`config.mk`:
```
export PLATFORM = sky130hd
export DESIGN_NAME = outport_fifo
export DESIGN_NICKNAME = d
export VERILOG_FILES = /design/src/rtl/outport_fifo.sv
export SDC_FILE = /design/constraint.sdc
export NUM_CORES = 1
export LEC_CHECK = 0
export CORE_MARGIN = 3
export CORE_UTILIZATION = 53
export CTS_CLUSTER_DIAMETER = 40
export DETAILED_ROUTE_END_ITERATION = 6
export GPL_ROUTABILITY_DRIVEN = 0
export PLACE_DENSITY = 0.75
export RECOVER_POWER = 100
export SLEW_MARGIN = 5
export SYNTH_ARGS = -nofsm -noshare
export SYNTH_HDL_FRONTEND = slang
export SYNTH_SLANG_ARGS = --single-unit
```
`constraint.sdc`:
```
create_clock -name Clock -period 11 [get_ports Clock]
set_input_delay 2.2 -clock Clock [delete_from_list [all_inputs] [get_ports Clock]]
set_output_delay 2.2 -clock Clock [all_outputs]
set_load 0.05 [all_outputs]
```
`src/rtl/outport_fifo.sv`:
```
// Output-port FIFO: buffers each word strobed onto the output port and drains
// it first-word-fall-through over a valid/ready handshake. Never stalls the writer.
module outport_fifo #(
    parameter int DEPTH = 8,
    parameter int WIDTH = 32
) (
    input  logic                     Clock,
    input  logic                     Reset,
    input  logic                     Clear,
    input  logic                     OUTPORTin,
    input  logic [WIDTH-1:0]         DBus,
    output logic [WIDTH-1:0]         Out_data,
    output logic                     Out_valid,
    input  logic                     Out_ready,
    output logic                     Full,
    output logic                     Empty,
    output logic [$clog2(DEPTH):0]   Count,
    output logic                     Overflow,
    output logic [WIDTH-1:0]         Last_word
);

    localparam int unsigned AW = $clog2(DEPTH);
    localparam logic [AW:0] C_FULL = (AW+1)'(DEPTH);

    logic [WIDTH-1:0] r_mem [DEPTH];
    logic [AW-1:0]    r_wr_ptr;
    logic [AW-1:0]    r_rd_ptr;
    logic [AW:0]      r_count;
    logic             r_overflow;
    logic [WIDTH-1:0] r_last_word;

    logic w_full;
    logic w_empty;
    logic w_pop;
    logic w_push;
    logic w_drop;

    assign w_full  = (r_count == C_FULL);
    assign w_empty = (r_count == '0);
    assign w_pop   = ~w_empty & Out_ready;
    // A full buffer still accepts a write when a word leaves in the same cycle.
    assign w_push  = OUTPORTin & (~w_full | w_pop);
    assign w_drop  = OUTPORTin & w_full & ~w_pop;

    always_ff @(posedge Clock or posedge Reset) begin
        if (Reset) begin
            for (int i = 0; i < DEPTH; i++) begin
                r_mem[i] <= '0;
            end
            r_wr_ptr    <= '0;
            r_rd_ptr    <= '0;
            r_count     <= '0;
            r_overflow  <= 1'b0;
            r_last_word <= '0;
        end else if (Clear) begin
            r_wr_ptr    <= '0;
            r_rd_ptr    <= '0;
            r_count     <= '0;
            r_overflow  <= 1'b0;
            r_last_word <= '0;
        end else begin
            if (w_push) begin
                r_mem[r_wr_ptr] <= DBus;
                r_wr_ptr        <= r_wr_ptr + 1'b1;
                r_last_word     <= DBus;
            end
            if (w_pop) begin
                r_rd_ptr <= r_rd_ptr + 1'b1;
            end
            if (w_push && !w_pop) begin
                r_count <= r_count + 1'b1;
            end else if (w_pop && !w_push) begin
                r_count <= r_count - 1'b1;
            end
            if (w_drop) begin
                r_overflow <= 1'b1;
            end
        end
    end

    assign Out_data  = r_mem[r_rd_ptr];
    assign Out_valid = ~w_empty;
    assign Full      = w_full;
    assign Empty     = w_empty;
    assign Count     = r_count;
    assign Overflow  = r_overflow;
    assign Last_word = r_last_word;

endmodule

```
After elaboration in Yosys (flattened, before gate mapping)
Index checks and enable logic that the tools add are counted.
{"block": "word_totals", "out_inout_bits": 72, "ff_bits": 299, "inputBits": 37}
{"block": "op_classes", "n_reduce_logical": 11, "n_addsub": 4, "n_mux": 17, "eq_ne": 1, "n_lt_le_gt_ge": 3, "bitwise": 11}
{"cell": "256-bit bitwise mux", "count": 1}
{"cell": "32-bit two-way mux", "count": 5}
{"cell": "32-bit binary-select mux with 3-bit select", "count": 1}
{"cell": "32-bit demux with 3-bit select", "count": 1}
{"cell": "3-bit two-way mux", "count": 4}
{"cell": "4-bit two-way mux", "count": 3}
{"cell": "4-bit >= comparator, second input constant", "count": 2}
{"cell": "3-bit inverter with 4-bit output", "count": 2}
{"cell": "3-bit by 1-bit adder with 3-bit output, second input constant", "count": 2}
{"cell": "2-bit nonzero test", "count": 3}
{"cell": "4-bit by 1-bit adder with 4-bit output, second input constant", "count": 1}
{"cell": "1-bit AND", "count": 4}
{"cell": "4-bit equality test, second input constant", "count": 1}
{"cell": "4-bit logical NOT", "count": 1}
{"cell": "4-bit by 1-bit less-than comparator with 1-bit output, second input constant", "count": 1}
{"cell": "1-bit inverter", "count": 4}
{"cell": "4-bit by 1-bit subtractor with 4-bit output, second input constant", "count": 1}
{"cell": "1-bit logical AND", "count": 3}
{"cell": "3-bit nonzero test", "count": 1}
{"cell": "1-bit logical NOT", "count": 2}
{"cell": "1-bit two-way mux", "count": 2}
{"cell": "2-bit AND reduction", "count": 1}
{"cell": "1-bit OR", "count": 1}

Depth between registers and ports, before layout
Gate-level depths: netlist of the first run.
{"block": "depth", "word_depth": 10, "depth_mapped": 9}

Worst setup path before layout of the first run
Ideal clock, no wire load.
{"block": "synth_path", "path_type": "register -> output", "startpoint": "reg r_count[0], in the netlist Count[0]", "endpoint": "out Empty", "path_slack_ps": 6758, "path_stages_with_launch": 5, "t_arrival_ps": 2042, "required_time_ps": 8800, "cell_sequence": "dfrtp_1 > buf_6 > or4_1 > clkbuf_1 > inv_1"}
{"block": "synth_between", "elab_chain_len": 1}
{"item": "start, declared", "line_no": "28", "source": "logic [AW:0] r_count;"}
{"item": "start signal, assigned", "line_no": "71", "source": "r_count <= r_count + 1'b1;"}
{"item": "start signal, assigned", "line_no": "73", "source": "r_count <= r_count - 1'b1;"}
{"item": "4-bit logical NOT", "line_no": "39", "source": "assign w_empty = (r_count == '0);"}
{"item": "end, declared", "line_no": "16", "source": "output logic Empty,"}
No other way between the ends.

Worst setup path in the final report of the first run
{"block": "layout_path", "startpoint": "in Out_ready", "endpoint": "reg r_mem[104] (netlist bit)"}
{"block": "layout_between", "elab_chain_len": 4}
{"item": "start, declared", "line_no": "14", "source": "input logic Out_ready,"}
{"item": "1-bit AND", "line_no": "40", "source": "assign w_pop = ~w_empty & Out_ready;"}
{"item": "1-bit OR", "line_no": "42", "source": "assign w_push = OUTPORTin & (~w_full | w_pop);"}
{"item": "1-bit AND", "line_no": "42"}
{"item": "2-bit AND reduction (no line)"}
{"item": "end signal, assigned by index", "line_no": "63", "source": "r_mem[r_wr_ptr] <= DBus;"}
{"item": "end, declared", "line_no": "25", "source": "logic [WIDTH-1:0] r_mem [DEPTH];"}
No other way between the ends.
A chain may end at the register's enable or synchronous reset.

==> out/results.ini, run 1 <==
[place]
numPortBuffers=108
dp_hpwl_microns=15900
dpl.cell_count=1268

[clocking]
cts.sinks=299
cts_made_buffers=37
cts.clk_slew.worst_paths_ps=60
clock-root-buffer=clkbuf_16
cts_setup_buffers=0
cts_tree=done
ctsResizeCount=0
cts_buffer_depth=3
hold_buffers=0
h-tree-depth=2
clock_latency_ps=510

[synthesis]
synth.top_cell.area_share_pct=53.9
ys_types=40
synthesis.area_sq_um=13900
synth.top_cells.by_area=dfrtp_1, mux2_2, mux4_2, mux2_4, mux2_1
synth-seq-cells=299
synth_top_cell_by_area=dfrtp_1
async_flop_share_pct=100
avgSynthCellArea_sq_um=15.7
synth_edf_count=0
ys_seq_area_share_pct=53.9
ys.flop_type=dfrtp_1
syn_inst=882
yosysWarnings=0
syn_nets=924

[detailed_routing]
drc=0
vias=7729
drt_pass1_iterations=4
wl_microns=28800
wire_per_inst_microns=21.6
final_antenna_net_count=0
drtIter0Drc=532
vias_per_cell=5.80

[sta]
relSlewSlack_pct=-282
holdWs_ps=488
period_needed_ps=7260
finalSetupViolCount=0
hold_viol_final=0
tns_ps=0
rsz0062_at_grt=no
finClkSkew_ps=17.7
maxSlewViolCount=466
fmax_mhz=138
period_share_pct=66.0
tightest_slew_ps=5740

[final_layout]
fin_cells=1332
final_cell_mix=dfrtp_1, mux2_2, mux2_1
fillers=1934
final_common_cell=dfrtp_1
nets=1019
n_antenna_cell=0
area_growth_syn_to_layout_pct=14.3
drive_gt1_share_pct=31.3

[worst_setup_path]
path_max_fanout=40
path_class=primary input to register
cp_cell_sequence=dlygate4sd3_1 -> o21a_1 -> nand3_1 -> mux2_1
cpPeakStageDelay_ps=2150
endpoint_kind=register
cpMaxStageDelayCell=nand3_1
worstPathArrival_ps=7630
critPathLaunchType=primary input
required_ps=11370

[floorplanning]
die_x_microns=168
start_util_pct=54.5
io_pins=109
die-area_sq_um=28200
die_height_microns=168
rows=58
core_sq_um=25500

[grt]
grt_overflow_total=0
grt_max_degree=168
grt_pass1_wl_microns=47000
antenna_found_initial=1
grtUsageTotal_pct=20.8
grt_pass1_vias=8369

[job]
cap_violations=11

[outcome]
status=finished with violations
violations=max-capacitance violations, max-slew violations

[power]
finalPower_uw=4210
peakVddDrop_mv=0.219
pwr_density_cell_nw_per_um2=265
leakage_uw=0.00738

[min_path]
hp-class=register to register

==> worst paths after layout <==
kind                                 startpoint                     end  slack, ps  cells after the start
min in group asynchronous                 Reset    Count[0]$_DFFE_PP0P_       3910                      2
max in group asynchronous                 Reset  r_mem[239]$_DFFE_PP0P_       4480                      2
min                        r_mem[2]$_DFFE_PP0P_    r_mem[2]$_DFFE_PP0P_        490                      1
min reg2reg                r_mem[2]$_DFFE_PP0P_    r_mem[2]$_DFFE_PP0P_        490                      1
max                                   Out_ready  r_mem[104]$_DFFE_PP0P_       3740                      4
max reg2reg                Count[0]$_DFFE_PP0P_  r_mem[104]$_DFFE_PP0P_       5510                      4
==> worst max-delay path, delay by kind of cell <==
family	cells	cell delay [ps]
AOI/OAI and AO/OA	1	1500
buffers and inverters	1	800
muxes	1	950
and+or+nand+nor	1	2150
==> metal layers <==
layer / share of wire, % / routed length [microns] / track usage, % / vias up
met5: 0.031 / 9 / 0 / -
met4: 1.6 / 465 / 4.77 / 2
met3: 3.8 / 1080 / 3.50 / 41
met2: 49 / 14200 / 34.5 / 140
met1: 45 / 13000 / 29.2 / 4137
li1: - / - / - / 3409
==> power by group <==
part,internal (uW),switching [uW],total [uW]
sequential,1350,178,1530
combinational,640,778,1420
clock,786,475,1260
==> Yosys cell counts (all sizes together) (4+ instances only) <==
master  instances
nor2           12
a21oi          37
clkbuf         21
nand3           7
mux4           64
inv             7
xnor2           5
nand2          70
mux2          288
dfrtp         299
buf            40
ha              4
==> registers in the layout (all words and copies together), names as in the netlist <==
name and flops:
r_mem 256, r_rd_ptr 3, Last_word 32, r_wr_ptr 3, Count 4, Overflow 1
==> cell type report <==
cell class	count	area [sq um]	area share (%)
Tap cell	330	413	2.60
Multi-Input combinational cell	515	5540	34.9
Inverter	7	27.5	0.173
Clock inverter	22	302	1.90
Sequential cell	299	7480	47.1
Clock buffer	42	975	6.14
Timing Repair Buffer	117	1140	7.18
==> per-stage QoR <==
stage	utilization (%)	area (sq um)	worst slack (ps)
detailed placement	58.8	15000	5580
global placement	58.8	15000	5600
CTS	63.8	16300	5090
finish	62.3	15900	3740
floorplan	-	13900	539
global route	62.3	15900	3340
==> cell families after synthesis <==
family / count (synthesis) / synth area share [%]
muxes: 352 / 35.9
adders and majority gates: 5 / 0.505
xor gates and xnor gates: 7 / 0.442
buffers and inverters: 68 / 3.65
and+or+nand+nor: 103 / 3.53
DFF: 299 / 53.9
AOI/OAI and AO/OA: 48 / 2.06
Power figures use the tool's default switching activity.
==> inputs of run 2 (changes only) <==
Settings changed: CORE_UTILIZATION 53 to 59, PLACE_DENSITY 0.75 to 0.8.
Clock period 11 ns to 7.6 ns, I/O delays scaled along.
==> run 2 against run 1 <==
Net effect:
- via count up 0.26%
- the run still ends with max-capacitance violations, max-slew violations left
- worst hold slack worse by 1.5 ps
- sequential power is 49% higher
- global-route usage up 2.9 points
- total power grew 45%
- sequential share of layout area down 0.090 points
- final cell count decreased by 0.90%
- critical path depth unchanged
- non-clock buffer count down 4
==> out/results.ini, run 2 (synthesis results as in run 1) <==
[final_layout]
drive_gt1_share_pct=32.5  ; +1.1 points
area_growth_syn_to_layout_pct=14.7
design_area_sq_um=15900  ; +0.29%
largest_reg_flops=256  ; unchanged
regArea_sq_um=7490  ; +0.10%
fin_cells=1320  ; -0.90%
final_cell_mix=dfrtp_1, mux2_2, mux2_1
multi_input_area_sq_um=5580  ; +0.68%
final_common_cell=dfrtp_1
regMostFlops=r_mem
fillers=1604  ; -17%
n_antenna_cell=0  ; unchanged
nets=1018  ; -0.098%

[worst_setup_path]
rr_startpoint=Count[0]$_DFFE_PP0P_
cp_cell_sequence=dlygate4sd3_1 -> o21a_1 -> nand3_1 -> mux2_1
path_class=primary input to register
worstPathArrival_ps=6520  ; -1110 ps
endpoint_kind=register
cp-endpoint=r_mem[237]$_DFFE_PP0P_
cpMaxStageDelayCell=nand3_1
rr_worst_depth=4  ; unchanged
crit_start=Out_ready
cpPeakStageDelay_ps=1850  ; -300 ps
path_max_fanout=40  ; unchanged
required_ps=8000  ; -3370 ps
critPathLaunchType=primary input
reg2reg_to=r_mem[143]$_DFFE_PP0P_
r2r_slack_ps=2100  ; -3410 ps

[floorplanning]
die_height_microns=159  ; -5.0%
die_x_microns=159  ; -5.0%
core_sq_um=22900  ; -10%
start_util_pct=60.6  ; +6.1 points
io_pins=109  ; unchanged
rows=55  ; -5.2%
die-area_sq_um=25400  ; -9.8%

[detailed_routing]
vias=7749  ; +0.26%
drt_pass1_iterations=4  ; unchanged
final_antenna_net_count=0  ; unchanged
drc=0  ; unchanged
wl_microns=29000  ; +0.88%
wire_per_inst_microns=22.0  ; +1.8%
drtIter0Drc=357  ; -33%
vias_per_cell=5.87  ; +1.2%

[place]
dpl.cell_count=1247  ; -1.7%
dp_hpwl_microns=15900  ; +0.27%
numPortBuffers=108  ; unchanged
placed_area_sq_um=15000  ; -0.24%

[clocking]
cts.sinks=299  ; unchanged
cts_tree=done
ctsResizeCount=0  ; unchanged
clock-root-buffer=clkbuf_16
h-tree-depth=2  ; unchanged
hold_buffers=0  ; unchanged
cts_setup_buffers=0  ; unchanged
clock_latency_ps=540  ; +30 ps
cts_buffer_depth=3  ; unchanged
cts_made_buffers=40  ; +8.1%
cts.clk_slew.worst_paths_ps=60  ; about the same

[power]
peakVddDrop_mv=0.260  ; +18%
pwr_density_cell_nw_per_um2=384  ; +45%
leakage_uw=0.00738  ; about the same
finalPower_uw=6110  ; +45%

[grt]
grt_max_degree=172  ; +2.4%
grtUsageTotal_pct=23.7  ; +2.9 points
grt_pass1_vias=8469  ; +1.2%
grt_overflow_total=0  ; unchanged
grt_pass1_wl_microns=48100  ; +2.2%
antenna_found_initial=0  ; -1

[sta]
fmax_mhz=163
relSlewSlack_pct=-105  ; +180 points
period_needed_ps=6120
tns_ps=0  ; unchanged
maxSlewViolCount=275  ; -41%
hold_viol_final=0  ; unchanged
finalSetupViolCount=0  ; unchanged
tightest_slew_ps=3050  ; -2690 ps
rsz0062_at_grt=no
period_share_pct=80.5
finClkSkew_ps=17.2  ; -0.490 ps

[outcome]
violations=max-capacitance violations, max-slew violations
status=finished with violations

[min_path]
hp-class=register to register

[job]
cap_violations=7  ; -4

==> run 2: how the worst min path moves through the flow <==
| stage | start | endpoint | slack [ps] | cells after the start |
|---|---|---|---|---|
| floorplan | r_mem[62]$_DFFE_PP0P_ | r_mem[62]$_DFFE_PP0P_ | 460 | 1 |
| global placement | r_mem[4]$_DFFE_PP0P_ | r_mem[4]$_DFFE_PP0P_ | 470 | 1 |
| detailed placement | r_mem[128]$_DFFE_PP0P_ | r_mem[128]$_DFFE_PP0P_ | 480 | 1 |
| CTS | r_mem[128]$_DFFE_PP0P_ | r_mem[128]$_DFFE_PP0P_ | 490 | 1 |
| global route | r_mem[83]$_DFFE_PP0P_ | r_mem[83]$_DFFE_PP0P_ | 500 | 1 |
| finish | r_mem[104]$_DFFE_PP0P_ | r_mem[104]$_DFFE_PP0P_ | 490 | 1 |
==> run 2: per-stage QoR <==
step           hold WS, ps  setup WS (ps)  utilization [%]
3_5_place_dp           478           2870             65.2
5_1_grt                502           1210             69.5
2_1_floorplan          459           2110                -
4_1_cts                491           2300             71.0
6_report               486           1480             69.5
3_3_place_gp           468           2860             65.2
==> run 2: cell type report <==
cell class	instances	share of cell area, %
inverter	7	0.173
clock buffer	46	6.75
clock inverter	27	1.56
tap	313	2.46
timing repair buffer	113	7.01
sequential	299	47.0
multi-input combinational	515	35.0
==> run 2: per-layer routing <==
layer	part of all wire [%]	wire length, microns	GRT usage [%]	vias to the layer above
met5	0	0	0	-
met4	1.4	411	4.89	0
met3	4.2	1220	4.50	38
met2	49	14200	38.2	153
met1	45	13200	34.2	4134
li1	-	-	-	3424
==> run 2: power breakdown <==
part / total (uW) / switching [uW] / internal, uW
logic: 2010 / 1090 / 923
registers: 2280 / 318 / 1960
clock network: 1830 / 749 / 1080
==> run 2: worst max-delay path: cells and delay by family <==
kind                   cells  cell delay [ps]
AND/OR/NAND/NOR            1             1850
buffers and inverters      1              760
AO/OA/AOI/OAI              1             1500
multiplexers               1              860
==> inputs of run 3 (changes only) <==
Settings changed: CORE_UTILIZATION 59 to 53, PLACE_DENSITY 0.8 to 0.75.
Clock period 7.6 ns to 5 ns, I/O delays scaled along.
==> run 3 against run 2 <==
Net effect:
- clock power grew 53%
- via count shrank 0.54%
- worst setup slack lost 950 ps
- global-route usage shrank 2.8 points
- critical endpoint is now Out_data[6]
- flip-flop and latch count is the same
- largest power group unchanged
- largest cell class unchanged
- routed wire length shrank 2.0%
- worst hold slack gained 0.55 ps
- utilization shrank 6.6 points
- the flow still finishes with violations (max-capacitance violations, max-slew violations)
==> out/results.ini, run 3 (synthesis results as in run 1) <==
[sta]
maxSlewViolCount=336  ; +22%
tns_ps=0  ; unchanged
rsz0062_at_grt=no
hold_viol_final=0  ; unchanged
period_share_pct=89.5
relSlewSlack_pct=-87.0  ; +18 points
finClkSkew_ps=8.73  ; -8.47 ps
period_needed_ps=4470
tightest_slew_ps=2810  ; -246 ps
finalSetupViolCount=0  ; unchanged
fmax_mhz=224

[grt]
grtUsageTotal_pct=20.9  ; -2.8 points
grt_pass1_vias=8387  ; -0.97%
antenna_found_initial=0  ; unchanged
grt_max_degree=117  ; -32%
grt_pass1_wl_microns=47000  ; -2.2%
grt_overflow_total=0  ; unchanged

[clocking]
cts_setup_buffers=0  ; unchanged
hold_buffers=0  ; unchanged
clock-root-buffer=clkbuf_16
h-tree-depth=2  ; unchanged
cts_tree=done
cts_buffer_depth=3  ; unchanged
cts.clk_slew.worst_paths_ps=60  ; about the same
clock_latency_ps=510  ; -30 ps
cts.sinks=299  ; unchanged
ctsResizeCount=0  ; unchanged
cts_made_buffers=38  ; -5.0%

[worst_setup_path]
critPathLaunchType=register
path_class=register to output pin
path_max_fanout=40  ; unchanged
worstPathArrival_ps=3470  ; -3050 ps
required_ps=4000  ; -4000 ps
endpoint_kind=output pin

[floorplanning]
start_util_pct=54.5  ; -6.1 points
die_height_microns=168  ; +5.3%
die_x_microns=168  ; +5.3%
io_pins=109  ; unchanged
rows=58  ; +5.5%
core_sq_um=25500  ; +11%
die-area_sq_um=28200  ; +11%

[final_layout]
fillers=1940  ; +21%
final_cell_mix=dfrtp_1, mux2_2, mux2_1
final_common_cell=dfrtp_1
multi_input_area_sq_um=5560  ; -0.36%
largest_reg_flops=256  ; unchanged
regArea_sq_um=7490  ; about the same
nets=1032  ; +1.4%
regMostFlops=r_mem
drive_gt1_share_pct=32.5  ; about the same
n_antenna_cell=0  ; unchanged
area_growth_syn_to_layout_pct=15.3

[power]
peakVddDrop_mv=0.507  ; +95%
pwr_density_cell_nw_per_um2=583  ; +52%
leakage_uw=0.00743  ; +0.68%
finalPower_uw=9330  ; +53%

[outcome]
violations=max-capacitance violations, max-slew violations
status=finished with violations

[place]
dp_hpwl_microns=17200  ; +7.9%
numPortBuffers=108  ; unchanged

[detailed_routing]
drc=0  ; unchanged
vias=7707  ; -0.54%
drt_pass1_iterations=4  ; unchanged
drtIter0Drc=399  ; +12%
wl_microns=28400  ; -2.0%
vias_per_cell=5.71  ; -2.7%
final_antenna_net_count=0  ; unchanged
wire_per_inst_microns=21.1  ; -4.1%

[job]
cap_violations=5  ; -2

[min_path]
hp-class=register to register

[run 3: layer usage]
metal  global-route usage [%]  part of all wire, %
met1                     28.4                   44
met2                     35.4                   51
met3                     3.29                  3.2
met4                     5.34                  1.4
met5                        0                    0
[run 3: where the power goes]
part	switching, uW	internal [uW]	leakage (uW)
logic	1760	1450	0.00285
registers	349	2980	0.00394
clock network	1060	1740	0.000645
[run 3: area by class of cell]
cell class	instances	area share, %
multi-input cells	515	34.7
well taps	330	2.58
inverters	7	0.172
clock inverters	23	1.68
repair buffers	129	7.50
flip-flops and latches	299	46.8
clock buffers	46	6.59
[run 3: final timing paths]
path	start	endpoint	slack, ps	depth (start not counted)
max in group asynchronous	Reset	r_mem[215]$_DFFE_PP0P_	900	3
worst max register to register	Count[0]$_DFFE_PP0P_	r_mem[151]$_DFFE_PP0P_	700	5
worst min register to register	r_mem[73]$_DFFE_PP0P_	r_mem[73]$_DFFE_PP0P_	490	1
min in group asynchronous	Reset	r_mem[159]$_DFFE_PP0P_	1000	2
worst min-delay path	r_mem[73]$_DFFE_PP0P_	r_mem[73]$_DFFE_PP0P_	490	1
worst max-delay path	r_rd_ptr[1]$_DFFE_PP0P_	Out_data[6]	530	4
[run 3: metrics by stage]
step / hold WS [ps] / setup slack, ps / cells / util [%] / instance area, sq um
final: 487 / 527 / 1349 / 62.8 / 16000
after global routing: 501 / 370 / 1349 / 62.8 / 16000
after CTS: 489 / 794 / 1349 / 64.5 / 16400
after detailed placement: 476 / 1010 / 1280 / 59.3 / 15100
after global placement: 468 / 1070 / 1280 / 59.3 / 15100
after floorplan: 459 / 26.9 / 882 / - / 13900
[run 3: critical path: stages, from the launching register on]
cell and delay (ps):
dfrtp_2 350, clkbuf_2 960, mux4_2 650, mux2_2 290
clkdlybuf4s50_1 700
